===== config.mk =====
export PLATFORM = sky130hd
export DESIGN_NAME = multicycle_ctrl
export DESIGN_NICKNAME = d
export VERILOG_FILES = /design/src/rtl/multicycle_ctrl_pkg.sv /design/src/rtl/multicycle_ctrl_decode.sv /design/src/rtl/multicycle_ctrl.sv
export SDC_FILE = /design/constraint.sdc
export NUM_CORES = 1
export LEC_CHECK = 0
export ABC_AREA = 1
export CAP_MARGIN = 20
export CORE_MARGIN = 4
export CORE_UTILIZATION = 40
export DETAILED_ROUTE_END_ITERATION = 8
export GPL_TIMING_DRIVEN = 0
export SLEW_MARGIN = 0
export SYNTH_ARGS = -nofsm -noshare
export SYNTH_HDL_FRONTEND = slang
export SYNTH_SLANG_ARGS = --single-unit

===== constraint.sdc =====
create_clock -name clk -period 8.3 [get_ports clk]
set_clock_uncertainty 0.15 [all_clocks]
set_input_delay 1.245 -clock clk [delete_from_list [all_inputs] [get_ports clk]]
set_output_delay 1.245 -clock clk [all_outputs]
set_load 0.01 [all_outputs]

===== src/rtl/multicycle_ctrl_pkg.sv =====
// Shared encodings for the multicycle MIPS-subset controller: FSM states,
// opcode/func constants, ALU operation codes and the decode bundle.
package multicycle_ctrl_pkg;

   typedef enum logic [2:0] {
      S_IF  = 3'd0,
      S_ID  = 3'd1,
      S_EX  = 3'd2,
      S_MEM = 3'd3,
      S_WB  = 3'd4
   } state_e;

   // Where EX goes next
   typedef enum logic [1:0] {
      CL_BRJ   = 2'd0,
      CL_LOAD  = 2'd1,
      CL_STORE = 2'd2,
      CL_WB    = 2'd3
   } cls_e;

   localparam logic [5:0] OP_RTYPE = 6'b000000, OP_REGIMM = 6'b000001,
                          OP_J     = 6'b000010, OP_JAL    = 6'b000011,
                          OP_BEQ   = 6'b000100, OP_BNE    = 6'b000101,
                          OP_BLEZ  = 6'b000110, OP_BGTZ   = 6'b000111,
                          OP_ADDIU = 6'b001001, OP_SLTI   = 6'b001010,
                          OP_SLTIU = 6'b001011, OP_ANDI   = 6'b001100,
                          OP_ORI   = 6'b001101, OP_XORI   = 6'b001110,
                          OP_LUI   = 6'b001111, OP_LB     = 6'b100000,
                          OP_LW    = 6'b100011, OP_LBU    = 6'b100100,
                          OP_SB    = 6'b101000, OP_SW     = 6'b101011;

   localparam logic [5:0] F_ADDU = 6'b100001, F_SUBU = 6'b100011,
                          F_SLT  = 6'b101010, F_AND  = 6'b100100,
                          F_NOR  = 6'b100111, F_OR   = 6'b100101,
                          F_XOR  = 6'b100110, F_SLL  = 6'b000000,
                          F_SRL  = 6'b000010, F_SLTU = 6'b101011,
                          F_JALR = 6'b001001, F_JR   = 6'b001000,
                          F_SLLV = 6'b000100, F_SRA  = 6'b000011,
                          F_SRAV = 6'b000111, F_SRLV = 6'b000110;

   localparam logic [4:0] RT_BLTZ = 5'd0, RT_BGEZ = 5'd1;

   localparam logic [4:0] ALU_ADDU = 5'd0,  ALU_SUBU = 5'd1,  ALU_SLT  = 5'd2,
                          ALU_AND  = 5'd3,  ALU_NOR  = 5'd4,  ALU_OR   = 5'd5,
                          ALU_XOR  = 5'd6,  ALU_SLL  = 5'd7,  ALU_SRL  = 5'd8,
                          ALU_SLTU = 5'd9,  ALU_LINK = 5'd10, ALU_JR   = 5'd11,
                          ALU_SLLV = 5'd12, ALU_SRA  = 5'd13, ALU_SRAV = 5'd14,
                          ALU_SRLV = 5'd15, ALU_LUI  = 5'd16;

   // branch = {beq,bne,bgez,bgtz,blez,bltz}, j = {jump,jal,jr,jalr}
   typedef struct packed {
      logic       illegal;
      cls_e       cls;
      logic [5:0] branch;
      logic [3:0] j;
      logic       link;
      logic       load;
      logic       lb;
      logic       lbu;
      logic       sb;
      logic       use_shamt;
      logic       reg_dst;
      logic       ext_op;
      logic       alu_src;
      logic       rtype;
      logic [4:0] alu;
   } dec_t;

endpackage


===== src/rtl/multicycle_ctrl_decode.sv =====
// Pure combinational instruction decode: op/func/rt to static controls,
// instruction class and legality.
module ctrl_decode
   import multicycle_ctrl_pkg::*;
(
   input  logic [5:0] op,
   input  logic [5:0] func,
   input  logic [4:0] rt,
   output dec_t       dec
);

   always_comb begin
      dec     = '0;
      dec.cls = CL_WB;
      case (op)
         OP_RTYPE: begin
            dec.rtype   = 1'b1;
            dec.reg_dst = 1'b1;
            case (func)
               F_ADDU: dec.alu = ALU_ADDU;
               F_SUBU: dec.alu = ALU_SUBU;
               F_SLT:  dec.alu = ALU_SLT;
               F_AND:  dec.alu = ALU_AND;
               F_NOR:  dec.alu = ALU_NOR;
               F_OR:   dec.alu = ALU_OR;
               F_XOR:  dec.alu = ALU_XOR;
               F_SLL:  begin dec.alu = ALU_SLL; dec.use_shamt = 1'b1; end
               F_SRL:  begin dec.alu = ALU_SRL; dec.use_shamt = 1'b1; end
               F_SRA:  begin dec.alu = ALU_SRA; dec.use_shamt = 1'b1; end
               F_SLTU: dec.alu = ALU_SLTU;
               F_SLLV: dec.alu = ALU_SLLV;
               F_SRAV: dec.alu = ALU_SRAV;
               F_SRLV: dec.alu = ALU_SRLV;
               F_JALR: begin dec.alu = ALU_LINK; dec.j[0] = 1'b1; dec.link = 1'b1; end
               F_JR:   begin dec.alu = ALU_JR; dec.j[1] = 1'b1; dec.cls = CL_BRJ; end
               default: dec.illegal = 1'b1;
            endcase
         end
         OP_REGIMM: begin
            dec.alu    = ALU_SUBU;
            dec.ext_op = 1'b1;
            dec.cls    = CL_BRJ;
            if (rt == RT_BGEZ)      dec.branch[3] = 1'b1;
            else if (rt == RT_BLTZ) dec.branch[0] = 1'b1;
            else                    dec.illegal   = 1'b1;
         end
         OP_BEQ:  begin dec.branch[5] = 1'b1; dec.alu = ALU_SUBU; dec.ext_op = 1'b1; dec.cls = CL_BRJ; end
         OP_BNE:  begin dec.branch[4] = 1'b1; dec.alu = ALU_SUBU; dec.ext_op = 1'b1; dec.cls = CL_BRJ; end
         OP_BGTZ: begin dec.branch[2] = 1'b1; dec.alu = ALU_SUBU; dec.ext_op = 1'b1; dec.cls = CL_BRJ; end
         OP_BLEZ: begin dec.branch[1] = 1'b1; dec.alu = ALU_SUBU; dec.ext_op = 1'b1; dec.cls = CL_BRJ; end
         OP_J:    begin dec.j[3] = 1'b1; dec.cls = CL_BRJ; end
         OP_JAL:  begin dec.j[2] = 1'b1; dec.link = 1'b1; dec.alu = ALU_LINK; end
         OP_ADDIU: begin dec.alu = ALU_ADDU; dec.alu_src = 1'b1; dec.ext_op = 1'b1; end
         OP_SLTI:  begin dec.alu = ALU_SLT;  dec.alu_src = 1'b1; dec.ext_op = 1'b1; end
         OP_SLTIU: begin dec.alu = ALU_SLTU; dec.alu_src = 1'b1; dec.ext_op = 1'b1; end
         OP_ANDI:  begin dec.alu = ALU_AND;  dec.alu_src = 1'b1; end
         OP_ORI:   begin dec.alu = ALU_OR;   dec.alu_src = 1'b1; end
         OP_XORI:  begin dec.alu = ALU_XOR;  dec.alu_src = 1'b1; end
         OP_LUI:   begin dec.alu = ALU_LUI;  dec.alu_src = 1'b1; end
         OP_LW, OP_LB, OP_LBU: begin
            dec.alu_src = 1'b1;
            dec.ext_op  = 1'b1;
            dec.load    = 1'b1;
            dec.lb      = (op == OP_LB);
            dec.lbu     = (op == OP_LBU);
            dec.cls     = CL_LOAD;
         end
         OP_SW, OP_SB: begin
            dec.alu_src = 1'b1;
            dec.ext_op  = 1'b1;
            dec.sb      = (op == OP_SB);
            dec.cls     = CL_STORE;
         end
         default: dec.illegal = 1'b1;
      endcase
   end

endmodule


===== src/rtl/multicycle_ctrl.sv =====
// Multicycle controller FSM (IF/ID/EX/MEM/WB) with memory-wait timeout.
// Decode fields are captured in ID; later states decode only the captured copy.
module multicycle_ctrl
   import multicycle_ctrl_pkg::*;
#(
   parameter int ALUCTR_W = 5,
   parameter int WAIT_MAX = 15
) (
   input  logic                clk,
   input  logic                rst_n,
   input  logic [5:0]          op,
   input  logic [5:0]          func,
   input  logic [4:0]          rt,
   input  logic                mem_ready,
   output logic                pc_wr,
   output logic                ir_wr,
   output logic                mem_rd,
   output logic                mem_wr,
   output logic [5:0]          branch,
   output logic [3:0]          j,
   output logic                link,
   output logic                lb,
   output logic                lbu,
   output logic                sb,
   output logic                use_shamt,
   output logic                reg_dst,
   output logic                mem2reg,
   output logic                reg_wr,
   output logic                ext_op,
   output logic                alu_src,
   output logic                rtype,
   output logic [ALUCTR_W-1:0] alu_ctr,
   output logic [2:0]          state,
   output logic                illegal,
   output logic                mem_err
);

   if (ALUCTR_W < 5) begin : g_bad_aluctr_w
      $error("multicycle_ctrl: ALUCTR_W must be at least 5");
   end
   if (WAIT_MAX < 1 || WAIT_MAX > 255) begin : g_bad_wait_max
      $error("multicycle_ctrl: WAIT_MAX must be in 1..255");
   end

   state_e     state_q, state_d;
   logic       mem_rd_q, mem_rd_d;
   logic       mem_wr_q, mem_wr_d;
   logic [7:0] wait_q, wait_d;
   logic [5:0] op_q, op_d, func_q, func_d;
   logic [4:0] rt_q, rt_d;

   logic [5:0] dec_op, dec_func;
   logic [4:0] dec_rt;
   dec_t       dec;
   logic       timeout, exe;

   // ID decodes the live instruction for the legality check; later states use the capture
   assign dec_op   = (state_q == S_ID) ? op   : op_q;
   assign dec_func = (state_q == S_ID) ? func : func_q;
   assign dec_rt   = (state_q == S_ID) ? rt   : rt_q;

   ctrl_decode u_dec (
      .op   (dec_op),
      .func (dec_func),
      .rt   (dec_rt),
      .dec  (dec)
   );

   // Last permitted non-ready cycle; a ready in the same cycle takes priority
   assign timeout = (mem_rd_q || mem_wr_q) && !mem_ready && (wait_q == 8'(WAIT_MAX - 1));

   always_comb begin
      state_d  = state_q;
      mem_rd_d = 1'b0;
      mem_wr_d = 1'b0;
      wait_d   = wait_q;
      op_d     = op_q;
      func_d   = func_q;
      rt_d     = rt_q;
      case (state_q)
         S_IF: begin
            if (!mem_rd_q)      mem_rd_d = 1'b1;
            else if (mem_ready) state_d  = S_ID;
            else if (!timeout) begin
               mem_rd_d = 1'b1;
               wait_d   = wait_q + 8'd1;
            end else            wait_d   = '0;
         end
         S_ID: begin
            op_d   = op;
            func_d = func;
            rt_d   = rt;
            if (dec.illegal) begin
               state_d  = S_IF;
               mem_rd_d = 1'b1;
               wait_d   = '0;
            end else state_d = S_EX;
         end
         S_EX: begin
            case (dec.cls)
               CL_LOAD:  begin state_d = S_MEM; mem_rd_d = 1'b1; wait_d = '0; end
               CL_STORE: begin state_d = S_MEM; mem_wr_d = 1'b1; wait_d = '0; end
               CL_WB:    state_d = S_WB;
               default:  begin state_d = S_IF; mem_rd_d = 1'b1; wait_d = '0; end
            endcase
         end
         S_MEM: begin
            if (mem_ready) begin
               if (mem_wr_q) begin
                  state_d  = S_IF;
                  mem_rd_d = 1'b1;
                  wait_d   = '0;
               end else state_d = S_WB;
            end else if (timeout) begin
               state_d = S_IF;
               wait_d  = '0;
            end else begin
               mem_rd_d = mem_rd_q;
               mem_wr_d = mem_wr_q;
               wait_d   = wait_q + 8'd1;
            end
         end
         S_WB: begin
            state_d  = S_IF;
            mem_rd_d = 1'b1;
            wait_d   = '0;
         end
         default: begin
            state_d = S_IF;
            wait_d  = '0;
         end
      endcase
   end

   always_ff @(posedge clk or negedge rst_n) begin
      if (!rst_n) begin
         state_q  <= S_IF;
         mem_rd_q <= 1'b0;
         mem_wr_q <= 1'b0;
         wait_q   <= '0;
         op_q     <= '0;
         func_q   <= '0;
         rt_q     <= '0;
      end else begin
         state_q  <= state_d;
         mem_rd_q <= mem_rd_d;
         mem_wr_q <= mem_wr_d;
         wait_q   <= wait_d;
         op_q     <= op_d;
         func_q   <= func_d;
         rt_q     <= rt_d;
      end
   end

   assign exe = (state_q == S_EX) || (state_q == S_MEM) || (state_q == S_WB);

   assign state     = state_q;
   assign mem_rd    = mem_rd_q;
   assign mem_wr    = mem_wr_q;
   assign ir_wr     = (state_q == S_IF) && mem_rd_q && mem_ready;
   assign pc_wr     = (state_q == S_IF) && mem_rd_q && mem_ready;
   assign illegal   = (state_q == S_ID) && dec.illegal;
   assign mem_err   = timeout;
   assign branch    = (state_q == S_EX) ? dec.branch : 6'd0;
   assign j         = (state_q == S_EX) ? dec.j : 4'd0;
   assign reg_wr    = (state_q == S_WB);
   assign link      = (state_q == S_WB) && dec.link;
   assign mem2reg   = (state_q == S_WB) && dec.load;
   assign lb        = exe && dec.lb;
   assign lbu       = exe && dec.lbu;
   assign sb        = exe && dec.sb;
   assign use_shamt = exe && dec.use_shamt;
   assign reg_dst   = exe && dec.reg_dst;
   assign ext_op    = exe && dec.ext_op;
   assign alu_src   = exe && dec.alu_src;
   assign rtype     = exe && dec.rtype;
   assign alu_ctr   = exe ? ALUCTR_W'(dec.alu) : '0;

endmodule


Word level (Yosys, flattened, before mapping)
Index checks and enable logic that the tools add are counted.
{ "op_classes": {"addsub": 1, "eq_ne": 50, "n_mux": 64, "n_reduce_logical": 36} }
{ "op_table": {"columns": ["op", "n"], "rows": [
  ["$eq 6x6->1 const B", 13],
  ["$pmux 4 s15", 1],
  ["$mux 8", 7],
  ["$eq 6x4->1 const B", 9],
  ["$pmux 5 s9", 1],
  ["$eq 6x3->1 const B", 7],
  ["$pmux 8 s4", 1],
  ["$mux 1", 30],
  ["$eq 6x2->1 const B", 4],
  ["$mux 3", 6],
  ["$mux 6", 3],
  ["$reduce_or 18->1", 1],
  ["$reduce_or 16->1", 1],
  ["$logic_and 1x1->1", 15],
  ["$reduce_or 13->1", 1],
  ["$logic_not 6->1", 2],
  ["$pmux 3 s4", 1],
  ["$reduce_or 12->1", 1],
  ["$mux 2", 5],
  ["$mux 5", 2],
  ["$ne 2x2->1 const B", 5],
  ["$add 8x1->8 const B", 1],
  ["$eq 8x4->1 const B", 1],
  ["$pmux 2 s4", 1],
  ["other kinds (23)", 32]
]} }
{ "totals": {"register_bits": 30, "output_inout_bits": 35, "word_cells": 158} }

Logic depth before layout (Yosys ltp)
{ "depth": {"depth_word": 9, "mapped_depth": 21, "ltp_nobuf": 19} }

Hierarchy
A second synthesis with hierarchy kept.
{ "unflattened": {"cells_unflattened": 393, "area_unflattened_um2": 2506.2} }
{ "by_module_without_submodules": {"columns": ["mod", "instances", "cells_per_inst", "area_per_inst_um2", "seq_area_each_um2"], "rows": [
  ["multicycle_ctrl", 1, 233, 1785.5, 750.7],
  ["ctrl_decode", 1, 160, 720.7, 0.0]
]} }

Worst setup path before layout
No wires, ideal clock.
{ "synth_path": {"kind": "input to output", "startpoint": "input op[3]", "endpoint": "output illegal", "arrival_time_ns": 2.331, "required_time_ns": 6.905, "path_slack_ns": 4.574, "stages": 11, "path_buffers": 0, "cell_sequence": "nand3_1 nand2_2 nor2_2 nand2_2 nor2_4 nand2_1 nor2_2 nand3_2 nand3_1 nand2_1 inv_1"} }
{ "synth_via": {"elab_chain_len": 5, "elab_cells_between_ends": 24} }
{ "synth_lines": {"columns": ["element", "line", "source"], "rows": [
  ["start, declared", "multicycle_ctrl.sv:11", "input logic [5:0] op,"],
  ["$mux 6 *", null, null],
  ["net dec_op[3]", "multicycle_ctrl.sv:52", "logic [5:0] dec_op, dec_func;"],
  ["$eq 6x4->1 (tied with other cells)", "multicycle_ctrl_decode.sv:15", "case (op)"],
  ["$reduce_or 18->1 (no source line)", null, null],
  ["$pmux 1 s3 *", "multicycle_ctrl_decode.sv:15", null],
  ["$logic_and 1x1->1 *", "multicycle_ctrl.sv:162", "assign illegal = (state_q == S_ID) && dec.illegal;"],
  ["end, declared", "multicycle_ctrl.sv:34", "output logic illegal,"]
]} }
Mark *: on every way through the listed nets, which the timed path passes. The rest lies on a longest branch.

Final worst setup path
Ends and elaborated chain as after synthesis.

==> results.json <==
{
  "drc": 0,
  "arrival_ns": 3.62,
  "synth.distinct_cells": 39,
  "path_max_fanout": 7,
  "synth-seq-cells": 30,
  "antenna_found_initial": 0,
  "avgSynthCellArea_um2": 6.73,
  "avgRoutedWirePerCell_um": 13.1,
  "grt-ovfl-total": 0,
  "crit_type": "in2out",
  "synth_edf_count": 0,
  "grt_pass1_vias": 2671,
  "drt_first_pass_iters": 4,
  "vias": 2773,
  "drtIter0Drc": 131,
  "cts_made_buffers": 5,
  "grt_pass1_wl_um": 12900,
  "max_freq_mhz": 200,
  "tightestPinTransition_ns": 0.818,
  "port_buffers": 54,
  "cp.required_ns": 6.90,
  "syn-instance-count": 414,
  "clk_path_buf_depth": 2,
  "grt_use_total_pct": 18.7,
  "gp_congestion": 0.909,
  "yosysSeqAreaShare_pct": 27.0,
  "tns_ns": 0,
  "p_seq_share_pct": 15.5,
  "maxCapViolations": 0,
  "ant_nets": 0,
  "grt_max_degree": 31,
  "hold_path.class": "reg2reg",
  "ys_top_cells_by_count": "nand2_1, nand3_1, inv_1",
  "power.leakage_nw": 1.72,
  "hold-worst-slack_ns": 0.326,
  "cts_resized": 0,
  "design.die.area_mm2": 0.00836,
  "die_x_um": 91.4,
  "wirelength_um": 7500,
  "async_reset_ff_share_pct": 100,
  "p_total_mw": 1.60,
  "syn_to_final_growth_pct": 27.6,
  "r2r_slack_ns": 4.53,
  "cts_hold_buf": 0,
  "synthTopCellsByArea": "dfrtp_1, nand2_1, nand3_1",
  "p_per_area_mw_per_mm2": 449,
  "instances_no_fill": 571,
  "synth_top_area_cell": "dfrtp_1",
  "fillers": 689,
  "post_route_cells_drive_above_1_share_pct": 18.9,
  "peakVddDrop_uv": 287,
  "finalCritPeriodShare_pct": 60.4,
  "clkPwrFrac_pct": 9.5,
  "utilization_pct": 52.3,
  "comb_power_share_pct": 75.0,
  "startpoint_type": "input port",
  "path_clk_slew_ns": 0.07,
  "synth_top_area_share_pct": 27.0,
  "diodes": 0,
  "setup_viol": 0,
  "synth.net_count": 439,
  "synth.most_common_cell": "nand2_1",
  "power.internal_mw": 0.713,
  "syn_area_mm2": 0.00279,
  "rsz0062_at_grt": "no",
  "dp.cells": 564,
  "finalHoldViolCount": 0,
  "dp_hpwl_um": 5940,
  "fp.dieH_um": 91.4,
  "cts_tree": "done",
  "status": "completed",
  "clk_latency_ns": 0.28,
  "yosys_warnings": 0,
  "htree_num_levels": 2,
  "synth_ff_type": "dfrtp_1",
  "ios": 55,
  "switching_share_pct": 55.3,
  "relSlewSlack_pct": 45.4,
  "rows": 30,
  "via_per_inst": 4.86,
  "initial_core_util_pct": 41.0,
  "cts.sinks": 30,
  "end_kind": "output port",
  "core_mm2": 0.00679,
  "finalCriticalPeriod_ns": 5.01,
  "power_switching_mw": 0.883,
  "cts_root_buf": "clkbuf_8",
  "fin_nets": 500,
  "cts_setup_buffers": 0,
  "drv_slew": 0
}
layout by cell type, fill, tap and decap left out, types with 5 or more instances in the layout:
cell type	count
inv_1	49
a21oi_1	10
clkdlybuf4s50_1	53
nand2_2	36
o21ai_0	5
inv_2	5
nor2_2	10
nand3b_1	9
clkbuf_8	6
dfrtp_1	30
nand3_1	52
nand2_1	92
nor3_1	12
nor2_4	11
ha_1	5
nor2_1	48
layer usage:
layer	vias up	GRT usage, %	wire length (µm)
li1	1439	-	-
met1	1272	26.6	3730
met2	53	29.8	3430
met3	9	3.31	267
met4	0	3.52	72
met5	-	0	0
per-stage QoR:
step	cell area (µm²)	setup WS [ns]
after floorplan	2790	4.57
after global placement	3450	3.25
after detailed placement	3440	3.27
after CTS	3550	3.26
after global routing	3550	3.06
final	3550	3.29
power groups by stage:
stage               Sequential [mW]  Clock (mW)  Combinational [mW]
CTS                           0.248       0.156                1.21
floorplan                     0.247           0               0.898
global placement              0.249           0                1.20
global route                  0.256       0.161                1.35
finish                        0.248       0.152                1.20
detailed placement            0.251           0                1.20
layout make-up:
class                           count  area (µm²)  share of cell area, %
Sequential cell                    30         751                   21.1
Clock buffer                        6        82.6                   2.32
Tap cell                           96         120                   3.38
Multi-Input combinational cell    319        1730                   48.8
Clock inverter                      1        30.0                  0.845
Buffer                             10        95.1                   2.68
Timing Repair Buffer               54         536                   15.1
Inverter                           55         206                   5.81
worst max-delay path, stage by stage:
cell	delay, ns
clkdlybuf4s50_1	0.45
nand3_1	0.11
nand2_2	0.12
nor2_2	0.25
nand2_2	0.13
nor2_4	0.18
nand2_1	0.09
nor2_2	0.09
nand3_2	0.12
nand3_1	0.11
nand2_1	0.11
inv_1	0.08
clkdlybuf4s50_1	0.53
final timing paths:
kind	cells past startpoint	start	to
min in group asynchronous	1	rst_n	wait_q[4]
hold reg to reg	2	rt_q[2]	rt_q[2]
hold / removal	2	rt_q[2]	rt_q[2]
max in group asynchronous	1	rst_n	wait_q[2]
setup reg to reg	20	state[1]	wait_q[1]
setup / recovery	13	op[3]	illegal
sequential cells by signal (all words and copies together) (netlist names):
signal,count
func_q,6
mem_rd,1
wait_q,8
op_q,6
mem_wr,1
rt_q,5
state,3
kinds of logic (layout without fill, tap and decap cells):
kind of cell    after synthesis  count (layout)  share of synthesized area, %
compound gates               25              25                          5.84
flops                        30              30                          27.0
buf+inv                      65             126                          10.8
fa+ha+maj                     5               5                          2.25
xor+xnor                      4               4                          1.26
simple gates                285             285                          52.9
Note: power is estimated with default switching activity, not from simulation.
